**src/rtl/reg_bus_arbiter.sv**
```systemverilog
// rtl/reg_bus_arbiter.sv - two-master round-robin register bus arbiter with bus lock and lock timeout
module reg_bus_arbiter #(
  parameter int AW           = 32,
  parameter int DW           = 64,
  parameter int LOCK_TIMEOUT = 16
) (
  input  logic              clk,
  input  logic              rst_n,
  input  logic              i_m0_req,
  input  logic              i_m0_we,
  input  logic              i_m0_lock,
  input  logic [AW-1:0]     i_m0_addr,
  input  logic [DW/8-1:0]   i_m0_be,
  input  logic [DW-1:0]     i_m0_wdata,
  input  logic              i_m1_req,
  input  logic              i_m1_we,
  input  logic              i_m1_lock,
  input  logic [AW-1:0]     i_m1_addr,
  input  logic [DW/8-1:0]   i_m1_be,
  input  logic [DW-1:0]     i_m1_wdata,
  output logic              o_m0_gnt,
  output logic              o_m0_rvalid,
  output logic [DW-1:0]     o_m0_rdata,
  output logic              o_m1_gnt,
  output logic              o_m1_rvalid,
  output logic [DW-1:0]     o_m1_rdata,
  output logic              o_req,
  output logic              o_we,
  output logic [AW-1:0]     o_addr,
  output logic [DW/8-1:0]   o_be,
  output logic [DW-1:0]     o_wdata,
  input  logic [DW-1:0]     i_rdata,
  output logic              o_lock_err
);

  localparam int CW = $clog2(LOCK_TIMEOUT + 1);
  localparam logic [CW-1:0] CNT_LAST = CW'(LOCK_TIMEOUT - 1);

  logic          last;      // index of the most recently granted master
  logic          locked;
  logic          owner;
  logic          pend0;
  logic          pend1;
  logic          lock_err;
  logic [CW-1:0] idle_cnt;

  logic          gnt0;
  logic          gnt1;
  logic          any_gnt;
  logic          gnt_lock;
  logic          timeout;

  // Grant selection: owner-only while locked, round-robin otherwise; nothing during reset
  always_comb begin
    gnt0 = 1'b0;
    gnt1 = 1'b0;
    if (rst_n) begin
      if (locked) begin
        gnt0 = i_m0_req && !owner;
        gnt1 = i_m1_req && owner;
      end else if (i_m0_req && i_m1_req) begin
        gnt0 = last;
        gnt1 = !last;
      end else begin
        gnt0 = i_m0_req;
        gnt1 = i_m1_req;
      end
    end
  end

  // While locked, any grant is an owner grant, so an ungranted locked cycle is an idle one
  always_comb begin
    any_gnt  = gnt0 | gnt1;
    gnt_lock = gnt1 ? i_m1_lock : i_m0_lock;
    timeout  = locked && !any_gnt && (idle_cnt == CNT_LAST);
  end

  // Arbitration state, lock ownership, idle counting and response tracking
  always_ff @(posedge clk) begin
    if (!rst_n) begin
      last     <= 1'b1;
      locked   <= 1'b0;
      owner    <= 1'b0;
      pend0    <= 1'b0;
      pend1    <= 1'b0;
      lock_err <= 1'b0;
      idle_cnt <= '0;
    end else begin
      pend0    <= gnt0;
      pend1    <= gnt1;
      lock_err <= timeout;
      if (any_gnt) begin
        last <= gnt1;
        if (gnt_lock) begin
          locked <= 1'b1;
          owner  <= gnt1;
        end else begin
          locked <= 1'b0;
        end
      end else if (timeout) begin
        // Hand the next contention to the other master
        locked <= 1'b0;
        last   <= owner;
      end
      if (!locked || any_gnt || timeout) begin
        idle_cnt <= '0;
      end else begin
        idle_cnt <= idle_cnt + CW'(1);
      end
    end
  end

  // Downstream mux defaults to m0 when nobody is granted
  always_comb begin
    o_m0_gnt    = gnt0;
    o_m1_gnt    = gnt1;
    o_req       = any_gnt;
    o_we        = gnt1 ? i_m1_we    : i_m0_we;
    o_addr      = gnt1 ? i_m1_addr  : i_m0_addr;
    o_be        = gnt1 ? i_m1_be    : i_m0_be;
    o_wdata     = gnt1 ? i_m1_wdata : i_m0_wdata;
    o_m0_rvalid = pend0 & rst_n;
    o_m1_rvalid = pend1 & rst_n;
    o_m0_rdata  = i_rdata;
    o_m1_rdata  = i_rdata;
    o_lock_err  = lock_err;
  end

endmodule

```
**config.mk**
```make
export PLATFORM = sky130hd
export DESIGN_NAME = reg_bus_arbiter
export DESIGN_NICKNAME = d
export VERILOG_FILES = /design/src/rtl/reg_bus_arbiter.sv
export SDC_FILE = /design/constraint.sdc
export NUM_CORES = 1
export LEC_CHECK = 0
export BUFFER_PORTS_ARGS = -buffer_cell sky130_fd_sc_hd__buf_4
export CAP_MARGIN = 20
export CORE_AREA = 2 2 205 207
export CTS_CLUSTER_DIAMETER = 40
export DETAILED_ROUTE_END_ITERATION = 7
export DIE_AREA = 0 0 207 209
export PLACE_DENSITY = 0.3
export SLEW_MARGIN = 20
export SYNTH_ARGS = -nofsm -noshare
export SYNTH_HDL_FRONTEND = slang
export SYNTH_SLANG_ARGS = --single-unit
```
**constraint.sdc**
```tcl
create_clock -name clk -period 2.77 [get_ports clk]
set_clock_uncertainty 0.2 [all_clocks]
set_input_delay 0.1385 -clock clk [delete_from_list [all_inputs] [get_ports clk]]
set_output_delay 0.1385 -clock clk [all_outputs]
set_load 0.01 [all_outputs]
```
### After elaboration in Yosys (flattened, before gate mapping)

Index checks and enable logic that the tools add are counted.

| operators by class | value |
|---|---|
| mux-type cells | 16 |
| shift-type cells | 0 |
| multipliers | 0 |
| bitwise gates (word level) | 4 |
| div/mod/pow operators | 0 |
| equal/unequal tests | 1 |
| reduce and logical (&&, ||, !) cells | 14 |
| $lt $le $gt $ge | 0 |
| add/subtract/negate cells | 1 |

Operators by type and width:

| kind | count |
|---|---|
| two-way mux 64 bit | 1 |
| two-way mux 32 bit | 1 |
| two-way mux 1 bit | 13 |
| two-way mux 8 bit | 1 |
| adder 5 x 1 -> 5 bit (second input constant) | 1 |
| == test 5 x 4 -> 1 bit (second input constant) | 1 |
| logical AND 1 bit | 5 |
| logical NOT 1 bit | 4 |
| bitwise AND 1 bit | 2 |
| logical OR 1 bit | 2 |
| AND reduction 2 bit | 1 |
| nonzero test 2 bit | 1 |
| OR reduction 2 bit | 1 |
| inverter 1 bit | 1 |
| bitwise OR 1 bit | 1 |

| storage, ports and cells | value |
|---|---|
| bits of input ports | 280 |
| RAM bits | 0 |
| output and inout bits | 239 |
| memories kept | 0 |
| memory bits (read-only) | 0 |
| latch bits | 0 |
| register bits | 11 |

### Logic depth before layout (Yosys ltp)

Gate-level depths: netlist of the first run.

| depth | value |
|---|---|
| depth after elaboration | 10 |
| depth in mapped cells | 8 |

### Worst setup path after synthesis of the first run

No wires, ideal clock.

| path | value |
|---|---|
| path kind | register -> output |
| start | reg locked |
| end | out o_wdata[46] |
| required time | 2431 ps |
| arrival time | 1686 ps |
| setup slack | 746 ps |
| buffers on the path | 3 |
| cell stages (with the launch flop) | 7 |
| cell sequence | dfxtp_1 and3b_1 or3_1 buf_2 buf_6 buf_6 mux2_4 |

| between the ends | value |
|---|---|
| longest elaborated chain between the ends | 3 |

Ends and longest elaborated chain:

| what | RTL line | source |
|---|---|---|
| start: declaration | 40 | `logic locked;` |
| start signal: assignment | 82 | `locked <= 1'b0;` |
| start signal: assignment | 95 | `locked <= 1'b1;` |
| start signal: assignment | 98 | `locked <= 1'b0;` |
| two-way mux 1 bit | 58 | `if (locked) begin` |
| two-way mux 1 bit | 57 | `if (rst_n) begin` |
| two-way mux 64 bit | 121 | `o_wdata = gnt1 ? i_m1_wdata : i_m0_wdata;` |
| end: declaration | 31 | `output logic [DW-1:0] o_wdata,` |

Every way passes these cells.

### Final worst setup path of the first run

| path | value |
|---|---|
| start | reg locked |
| end | out o_addr[17] |

| between the ends | value |
|---|---|
| longest elaborated chain between the ends | 3 |

Ends and longest elaborated chain:

| what | RTL line | source |
|---|---|---|
| two-way mux 1 bit | 58 |  |
| two-way mux 1 bit | 57 |  |
| two-way mux 32 bit | 119 | `o_addr = gnt1 ? i_m1_addr : i_m0_addr;` |
| end: declaration | 29 | `output logic [AW-1:0] o_addr,` |

Every way passes these cells.

==> flow_summary.json, run 1 <==
{
  "multi_input_area_um2": 1520,
  "portBuffers": 326,
  "overflow": 0,
  "dp_hpwl_mm": 10.9,
  "netlist_instances": 303,
  "synth.avg_cell_area_um2": 9.25,
  "timing.rr.end": "locked$_SDFFE_PN0P_",
  "status": "complete, no violations",
  "hp-class": "in -> reg",
  "path_clk_slew_ns": 0.04,
  "hold_end": "locked$_SDFFE_PN0P_",
  "clock.fmax_ghz": 0.392,
  "rrSetupSlack_ns": 0.96,
  "worstSetupPathType": "reg -> out",
  "cpPeakStageDelay_ns": 0.49,
  "rr_startpoint": "locked$_SDFFE_PN0P_",
  "synth_top_family_by_area": "multiplexers",
  "ys_warn_count": 0,
  "route.detailed.drc": 0,
  "initialDrtViolationCount": 54,
  "timing.final.setup_violations": 0,
  "worst_pin_slew_ns": 0.395,
  "hp-start": "i_m1_lock",
  "yosysSeqAreaShare": 0.0786,
  "finalHoldViolCount": 0,
  "synth_area_um2": 2800,
  "worstPathMaxFanout": 59,
  "drv_slew": 0,
  "worstPathArrival_ns": 2.21,
  "rows": 75,
  "grtUsageTotal": 0.0513,
  "routedWlPerCell_um": 12.0,
  "setup_ws_ns": 0.218,
  "wl_mm": 12.5,
  "firstDrtPassIters": 3,
  "cp.required_ns": 2.43,
  "path_delay_family": "simple AND/OR/NAND/NOR gates",
  "clock_latency_ns": 0.24,
  "post_cts_buffers": 0,
  "p_leak_nw": 2.41,
  "start_util": 0.0678,
  "maxCapViolCount": 0,
  "ir_worst_vdd_v": 0.000148,
  "crit_path_top_delay_cell": "or3_4",
  "antenna_left": 0,
  "period_minus_slack_ns": 2.55,
  "rsz0062_at_grt": "no",
  "vias_per_cell": 2.70,
  "cp.depth": 5,
  "path_cells": "and3b_1 -> or3_4 -> buf_12 -> mux2_2 -> buf_4",
  "area_delta_synth_final_pct": 79.4,
  "muxShareOfSynthArea": 0.448,
  "grt_antenna_before_repair": 0,
  "vias": 2791,
  "synthAdderAreaFrac": 0.00893,
  "final_nets": 779,
  "holdPathStages": 3,
  "fillers": 4733,
  "grt_max_degree": 60,
  "power_density_nw_per_um2": 250,
  "worst_setup_path_start_kind": "flip-flop",
  "synth.distinct_cells": 32,
  "seq_area_um2": 220,
  "rr_worst_depth": 4,
  "grt_pass1_vias": 2848,
  "final_cells": 1035,
  "grt_util_met2": 0.0961,
  "met3_usage": 0.0180,
  "grt_pass1_wl_mm": 17.0,
  "cts_tree": "done",
  "placed_cells": 1029,
  "synth_xor_area_frac": 0.00625,
  "die-width_um": 207,
  "synth_nets": 585,
  "place_ws_ns": 0.505,
  "slew_headroom": 0.737,
  "io_pins": 519,
  "finalCritPeriodShare": 0.921,
  "cts_sinks": 11,
  "endpoint_kind": "primary output",
  "fin_setup_tns_ns": 0,
  "die_area_um2": 43300,
  "chipHeight_um": 209,
  "antenna_cells": 0,
  "synth_compound_area_frac": 0.0201,
  "crit_buf_inv": 2,
  "drive_above_1_share": 0.887,
  "cts.path.max_buffers": 2,
  "cts_made_buffers": 3,
  "coreArea_um2": 41300,
  "synth_simple_gate_area_share": 0.0572,
  "root_buffer": "clkbuf_16",
  "h-tree-depth": 1,
  "grt_use_met1": 0.0493,
  "top_usage_layer": "met2",
  "gp_congestion": 0.628,
  "hold_ws_ns": 0.00373,
  "synth_seq_cells": 11
}
==> state kept, by name (all words and copies together), names as in the netlist <==
name	count
pend1	1
pend0	1
owner	1
o_lock_err	1
locked	1
last	1
idle_cnt	5
==> power breakdown <==
group	total (mW)	leakage, nW	switching [mW]	internal [mW]
clock network	0.270	0.0409	0.0785	0.192
logic	0.810	2.28	0.287	0.523
registers	0.174	0.0897	0.00777	0.166
total	1.25	2.41	0.373	0.881
==> layout make-up <==
type	instances	share of cell area
clock buffer	3	0.0149
multi-input combinational	145	0.303
timing repair buffer	330	0.499
tap	539	0.134
inverter	6	0.00448
sequential	11	0.0438
clock inverter	1	0.000996
==> tightest hold or removal path, cell delays in order <==
cell	delay, ns
buf_4	0.08
nor4_1	0.04
a31oi_1	0.13
==> synth_stat cells (all sizes together) <==
master / count / share of area
inv: 6 / 0.0080
nor4: 1 / 0.0022
or3b: 1 / 0.0031
buf: 140 / 0.37
nand3: 1 / 0.0018
o2111ai: 1 / 0.0031
and2: 4 / 0.0089
and3b: 2 / 0.0063
nor2b: 1 / 0.0022
o311ai: 1 / 0.0031
dfxtp: 11 / 0.079
mux2: 105 / 0.44
nand2b: 1 / 0.0022
mux2i: 1 / 0.0036
nand2: 3 / 0.0040
nand4: 1 / 0.0022
o211a: 1 / 0.0036
a31oi: 3 / 0.0067
o21ai: 2 / 0.0036
ha: 2 / 0.0089
or3: 1 / 0.0022
and3: 4 / 0.0089
nand3b: 1 / 0.0027
nor2: 4 / 0.0054
clkbuf: 1 / 0.0013
or2: 1 / 0.0022
xnor2: 1 / 0.0031
xor2: 1 / 0.0031
nor3b: 1 / 0.0027
==> metrics by stage <==
stage / util / power [mW] / instance area (um2)
3_3_place_gp: 0.119 / 1.01 / 4920
6_report: 0.122 / 1.25 / 5020
5_1_grt: 0.122 / 1.33 / 5020
4_1_cts: 0.122 / 1.28 / 5020
3_5_place_dp: 0.119 / 0.999 / 4920
2_1_floorplan: - / 0.696 / 2800
==> per-layer routing <==
metal	part of all wire	vias to the layer above
met5	0	-
met4	0.044	0
met3	0.11	57
met2	0.52	240
met1	0.32	1205
li1	-	1289
==> layout by cell type (no fill, tap or decap) <==
cell,count
nand2b_1,1
mux2i_1,1
xnor2_1,1
nand2_1,3
clkbuf_16,3
o311ai_0,1
or3_4,1
o2111ai_1,1
mux2_4,17
dlygate4sd3_1,2
and3_1,4
a31oi_1,3
xor2_1,1
nand3_1,1
dfxtp_1,11
o21ai_0,2
buf_4,326
ha_1,2
and3b_1,2
inv_1,6
nor2_1,4
nor3b_1,1
mux2_2,88
nor2b_1,1
or3b_2,1
nand4_1,1
buf_12,2
nand3b_1,1
or2_2,1
clkinv_2,1
o211a_1,1
and2_1,4
nor4_1,1
==> cell families (layout without fill, tap and decap cells) <==
logic type / Yosys count / in the layout
muxes: 106 / 106
DFF: 11 / 11
AOI/OAI and AO/OA: 8 / 8
xor gates and xnor gates: 2 / 2
adders and majority gates: 2 / 2
and+or+nand+nor: 27 / 27
buffers and inverters: 147 / 340
==> what timing repair did <==
action / 4_1_cts / 5_1_grt
hold endpoints to repair: 2 / 0
resized for setup: 0 / 0
hold buffers: 2 / 0
==> how the worst max path moves through the flow <==
stage,startpoint,to,slack [ns]
floorplan,locked$_SDFFE_PN0P_,o_wdata[46],0.75
global placement,locked$_SDFFE_PN0P_,o_addr[28],0.52
detailed placement,locked$_SDFFE_PN0P_,o_be[1],0.51
CTS,locked$_SDFFE_PN0P_,o_be[1],0.24
global route,locked$_SDFFE_PN0P_,o_addr[17],0.16
finish,locked$_SDFFE_PN0P_,o_addr[17],0.22
Power figures use the tool's default switching activity.
==> run 2: changes to the inputs <==
--- a/config.mk
+++ b/config.mk
@@ -5,12 +5,13 @@
 export SDC_FILE = /design/constraint.sdc
 export NUM_CORES = 1
 export LEC_CHECK = 0
+export ABC_AREA = 1
 export BUFFER_PORTS_ARGS = -buffer_cell sky130_fd_sc_hd__buf_4
 export CAP_MARGIN = 20
-export CORE_AREA = 2 2 205 207
+export CORE_AREA = 2 2 203 205
 export CTS_CLUSTER_DIAMETER = 40
 export DETAILED_ROUTE_END_ITERATION = 7
-export DIE_AREA = 0 0 207 209
+export DIE_AREA = 0 0 205 207
 export PLACE_DENSITY = 0.3
 export SLEW_MARGIN = 20
 export SYNTH_ARGS = -nofsm -noshare
==> run 2 against run 1 <==
Flip-flop and latch count unchanged. Sequential share of layout area about the same. Total power increased by 10%. Fmax increased by 10%. Via count increased by 31%. Largest cell class unchanged. Largest power group unchanged. Highest routed layer unchanged.
==> flow_summary.json, run 2 <==
{
  "post_cts_buffers": 0,
  "synth.avg_cell_area_um2": 5.21,
  "rrSetupSlack_ns": 0.92,
  "grt_pass1_wl_mm": 18.3,
  "yosysTopAreaCell": "nand2_1",
  "cts_hold_buffers": 2,
  "worstPathMaxFanout": 76,
  "dp_hpwl_mm": 10.9,
  "ys_warn_count": 0,
  "grtUsageTotal": 0.0543,
  "synth_most_common_cell": "nand2_1",
  "ir_worst_vdd_v": 0.000134,
  "worstPathArrival_ns": 1.97,
  "power_density_nw_per_um2": 277,
  "route.detailed.drc": 0,
  "wl_mm": 13.0,
  "timing.final.setup_violations": 0,
  "post-route-util": 0.124,
  "multi_input_area_um2": 1400,
  "root_buffer": "clkbuf_16",
  "gp_congestion": 0.712,
  "grt_max_degree": 77,
  "hp-start": "i_m0_lock",
  "final_nets": 1004,
  "cts_made_buffers": 3,
  "die_area_um2": 42400,
  "p_total_mw": 1.38,
  "overflow": 0,
  "timing.rr.end": "owner$_SDFFE_PN0P_",
  "routedWlPerCell_um": 10.4,
  "synth_common_cells": "nand2_1 (331), buf_4 (128), buf_2 (19)",
  "die-width_um": 205,
  "worstSetupPathType": "in -> out",
  "initialDrtViolationCount": 116,
  "area_delta_synth_final_pct": 80.5,
  "h-tree-depth": 1,
  "firstDrtPassIters": 3,
  "worst_setup_path_start_kind": "primary input",
  "ctsResizeCount": 0,
  "synth_top_area_share": 0.449,
  "path_clk_slew_ns": 0.04,
  "cts_sinks": 11,
  "top_register": "idle_cnt",
  "antenna_cells": 0,
  "finalCritPeriodShare": 0.834,
  "grt_antenna_before_repair": 0,
  "fin_setup_tns_ns": 0,
  "antenna_left": 0,
  "yosysSeqAreaShare": 0.0796,
  "largest_reg_flops": 5,
  "final_cells": 1253,
  "netlist_instances": 531,
  "seq_area_um2": 220,
  "drv_slew": 0,
  "final_cell_mix": "buf_4 (332), nand2_1 (331), inv_1 (12)",
  "portBuffers": 326,
  "period_minus_slack_ns": 2.31,
  "cp.required_ns": 2.43,
  "clock_latency_ns": 0.24,
  "hold_end": "locked$_SDFFE_PN0P_",
  "drive_above_1_share": 0.476,
  "maxCapViolCount": 0,
  "rr_worst_depth": 8,
  "ys.flop_type": "dfxtp_1",
  "fillers": 4805,
  "hp-class": "in -> reg",
  "place_ws_ns": 0.845,
  "synth_area_um2": 2770,
  "clock.fmax_ghz": 0.433,
  "vias_per_cell": 2.91,
  "synth_nets": 813,
  "synth_seq_cells": 11,
  "synth-edff-count": 0,
  "vias": 3647,
  "cts.path.max_buffers": 2,
  "final_common_cell": "buf_4",
  "status": "complete, no violations",
  "rsz0062_at_grt": "no",
  "rr_startpoint": "locked$_SDFFE_PN0P_",
  "finalHoldViolCount": 0,
  "synth_area_leaders": "nand2_1 (45%), buf_4 (35%), dfxtp_1 (8.0%), buf_2 (3.4%), buf_6 (1.6%)",
  "p_leak_nw": 2.84,
  "placed_cells": 1247,
  "rows": 74,
  "start_util": 0.0685,
  "endpoint_kind": "primary output",
  "setup_ws_ns": 0.459,
  "io_pins": 519,
  "synth.distinct_cells": 20,
  "grt_pass1_vias": 3446,
  "async_reset_ff_frac": 0,
  "cts_tree": "done",
  "holdPathStages": 5,
  "slew_headroom": 0.757,
  "worst_pin_slew_ns": 0.365,
  "chipHeight_um": 207,
  "coreArea_um2": 40400
}
[run 2: where the power goes]
group / internal, mW / leakage [nW] / total [mW] / switching (mW)
clock: 0.193 / 0.0382 / 0.265 / 0.0719
sequential: 0.169 / 0.0897 / 0.174 / 0.00542
combinational: 0.510 / 2.71 / 0.942 / 0.432
total: 0.872 / 2.84 / 1.38 / 0.509
[run 2: worst max-delay path, stage by stage]
cell	delay (ns)
dlygate4sd3_1	0.54
buf_4	0.16
nand2_1	0.07
inv_2	0.04
nand3_4	0.10
buf_12	0.31
buf_4	0.25
nand2_1	0.06
nand2_1	0.12
buf_4	0.14
[run 2: cell families after synthesis]
kind of cell,synth area share
compound gates,0.00950
flops,0.0796
simple gates,0.477
buf+inv,0.419
fa+ha+maj,0.00905
xor+xnor,0.00634
[run 2: area by class of cell]
type                            instances  share of cell area
Clock buffer                            4              0.0158
Multi-Input combinational cell        354               0.280
Inverter                               15              0.0118
Timing Repair Buffer                  337               0.515
Tap cell                              532               0.133
Sequential cell                        11              0.0441
[run 2: worst max-delay path by stage]
stage / from / end / slack, ns / cells after the start
floorplan: idle_cnt[0]$_SDFF_PP0_ / idle_cnt[0]$_SDFF_PP0_ / 1.31 / 6
global placement: locked$_SDFFE_PN0P_ / owner$_SDFFE_PN0P_ / 0.84 / 8
detailed placement: locked$_SDFFE_PN0P_ / o_addr[29] / 0.85 / 8
CTS: rst_n / o_addr[29] / 0.43 / 10
global route: rst_n / o_addr[29] / 0.33 / 10
finish: rst_n / o_addr[29] / 0.46 / 10
[run 2: routing by layer]
layer  wire length (um)  vias up  track usage
met5                  0        -      0.00461
met4                679        0       0.0288
met3               1800       58       0.0209
met2               6230      266       0.0993
met1               4320     1495       0.0518
li1                   -     1828            -
[run 2: stage by stage]
| step | instance area, um2 | hold WS, ns |
|---|---|---|
| after detailed placement | 4890 | 0.0771 |
| after global placement | 4890 | 0.0771 |
| after CTS | 4990 | 0.0397 |
| final | 4990 | 0.0423 |
| after floorplan | 2770 | 0.0231 |
| after global routing | 4990 | 0.0770 |
==> run 3: changes to the inputs <==
==> constraint.sdc (replaced) <==
create_clock -name clk -period 2 [get_ports clk]
set_clock_uncertainty 0.2 [all_clocks]
set_input_delay 0.1 -clock clk [delete_from_list [all_inputs] [get_ports clk]]
set_output_delay 0.1 -clock clk [all_outputs]
set_load 0.01 [all_outputs]
==> run 3 against run 2 <==
Register-to-register slack got worse by 0.69 ns. Final cell count increased by 1.1%. Flip-flop and latch count is the same. Utilization is 0.46 points higher. Clock-buffer cell count unchanged. Clock power rose by 38%. Sequential power increased by 39%. Total power grew 45%. Critical path depth shrank 2. Combinational power is 48% higher. Critical endpoint is now o_wdata[61]. Highest routed layer unchanged.
==> flow_summary.json, run 3 (synthesis gave the netlist of run 2 again) <==
{
  "final_nets": 1018,
  "overflow": 0,
  "final_common_cell": "buf_4",
  "worst_setup_path_start_kind": "flip-flop",
  "antenna_cells": 0,
  "io_pins": 519,
  "path_delay_family": "buffers and inverters",
  "die-width_um": 205,
  "die_area_um2": 42400,
  "cpPeakStageDelay_ns": 0.34,
  "vias": 3702,
  "power_density_nw_per_um2": 387,
  "crit_path_top_delay_cell": "dfxtp_1",
  "crit_top_cell": "nand2_1",
  "h-tree-depth": 1,
  "grtUsageTotal": 0.0565,
  "cts_made_buffers": 3,
  "antenna_left": 0,
  "maxCapViolCount": 0,
  "worstPathMaxFanout": 11,
  "coreArea_um2": 40400,
  "setup_ws_ns": 0.0884,
  "path_cells": "inv_1 -> nand2_1 -> nand3_4 -> buf_12 -> clkbuf_16 -> nand2_1 -> nand2_1 -> buf_4",
  "start_util": 0.0685,
  "worstPathArrival_ns": 1.61,
  "fin_setup_tns_ns": 0,
  "p_total_mw": 2.00,
  "hp-class": "in -> out",
  "grt_max_degree": 47,
  "wl_mm": 14.4,
  "grt_pass1_vias": 3643,
  "final_cell_mix": "buf_4 (341), nand2_1 (331), inv_1 (12)",
  "finalCritPeriodShare": 0.956,
  "worstSetupPathType": "reg -> out",
  "period_minus_slack_ns": 1.91,
  "dp_hpwl_mm": 11.4,
  "root_buffer": "clkbuf_16",
  "grt_antenna_before_repair": 0,
  "slew_headroom": 0.820,
  "status": "complete, no violations",
  "rsz0062_at_grt": "no",
  "ir_worst_vdd_v": 0.000183,
  "gp_congestion": 0.734,
  "path_clk_slew_ns": 0.04,
  "finalHoldViolCount": 0,
  "rows": 74,
  "worst_pin_slew_ns": 0.269,
  "p_leak_nw": 2.94,
  "largest_reg_flops": 5,
  "vias_per_cell": 2.92,
  "routedWlPerCell_um": 11.4,
  "drv_slew": 0,
  "grt_pass1_wl_mm": 19.0,
  "initialDrtViolationCount": 131,
  "timing.final.setup_violations": 0,
  "cts.path.max_buffers": 2,
  "endpoint_kind": "primary output",
  "crit_buf_inv": 4,
  "clock.fmax_ghz": 0.523,
  "place_ws_ns": 0.251,
  "chipHeight_um": 207,
  "cts_sinks": 11,
  "portBuffers": 326,
  "area_delta_synth_final_pct": 87.1,
  "route.detailed.drc": 0,
  "cp.required_ns": 1.70,
  "drive_above_1_share": 0.484,
  "cts_tree": "done",
  "firstDrtPassIters": 4,
  "top_register": "idle_cnt",
  "clock_latency_ns": 0.24
}
## run 3: cell types whose count changed in the layout (fill, tap and decap cells not counted)
cell	before	now
buf_4	332	341
clkinv_8	0	1
inv_4	1	0
buf_12	3	2
buf_6	0	1
clkbuf_16	3	5
dlygate4sd3_1	2	3
buf_16	0	2
## run 3: per-stage QoR
| stage | instance area, um2 | instances | util | hold WS (ns) |
|---|---|---|---|---|
| floorplan | 2770 | 531 | - | -0.0154 |
| global placement | 4970 | 1257 | 0.123 | 0.000100 |
| CTS | 5080 | 1264 | 0.126 | 0.000100 |
| global route | 5170 | 1267 | 0.128 | 0.0000259 |
| detailed placement | 4970 | 1257 | 0.123 | 0.000100 |
| finish | 5170 | 1267 | 0.128 | 0.00000489 |
## run 3: cell type report
cell class	instances	area, um2
fill	4759	35200
timing repair buffer	351	2750
multi-input combinational	354	1400
tap	532	666
sequential	11	220
clock buffer	4	78.8
inverter	15	68.8
## run 3: timing repair
action | CTS | global route
resized for setup | 1 | 5
pin swaps | 0 | 1
buffers inserted | 0 | 1
endpoints found under the hold margin | 4 | 0
setup endpoints to repair | 1 | 64
cloned | 0 | 2
hold buffers | 3 | 0
## run 3: worst register-to-register path: stages (launching register included)
cell and delay, ns:
dfxtp_1 0.35, nand3_1 0.14, nand3_4 0.16, buf_12 0.13
clkbuf_16 0.19, nand2_1 0.09, nor2_1 0.09, nand3_1 0.21
nor2_1 0.14
## run 3: final timing paths
kind	slack, ns	endpoint	depth (start not counted)	startpoint
worst max-delay path	0.09	o_wdata[61]	8	owner$_SDFFE_PN0P_
worst min-delay path	0.000005	o_m1_rdata[28]	0	i_rdata[28]
worst max register to register	0.23	idle_cnt[2]$_SDFF_PP0_	8	last$_SDFFE_PN1P_
worst min register to register	0.25	idle_cnt[0]$_SDFF_PP0_	1	idle_cnt[0]$_SDFF_PP0_
## run 3: routing by layer
layer / vias to the layer above / global-route usage / share of wire
met3: 54 / 0.0223 / 0.13
met1: 1507 / 0.0488 / 0.33
li1: 1859 / - / -
met4: 0 / 0.0335 / 0.050
met2: 282 / 0.107 / 0.49
met5: - / 0.00461 / 0
## run 3: power by group
group	leakage [nW]	internal [mW]	switching, mW
combinational	2.81	0.762	0.633
clock	0.0382	0.268	0.0989
sequential	0.0897	0.233	0.00743
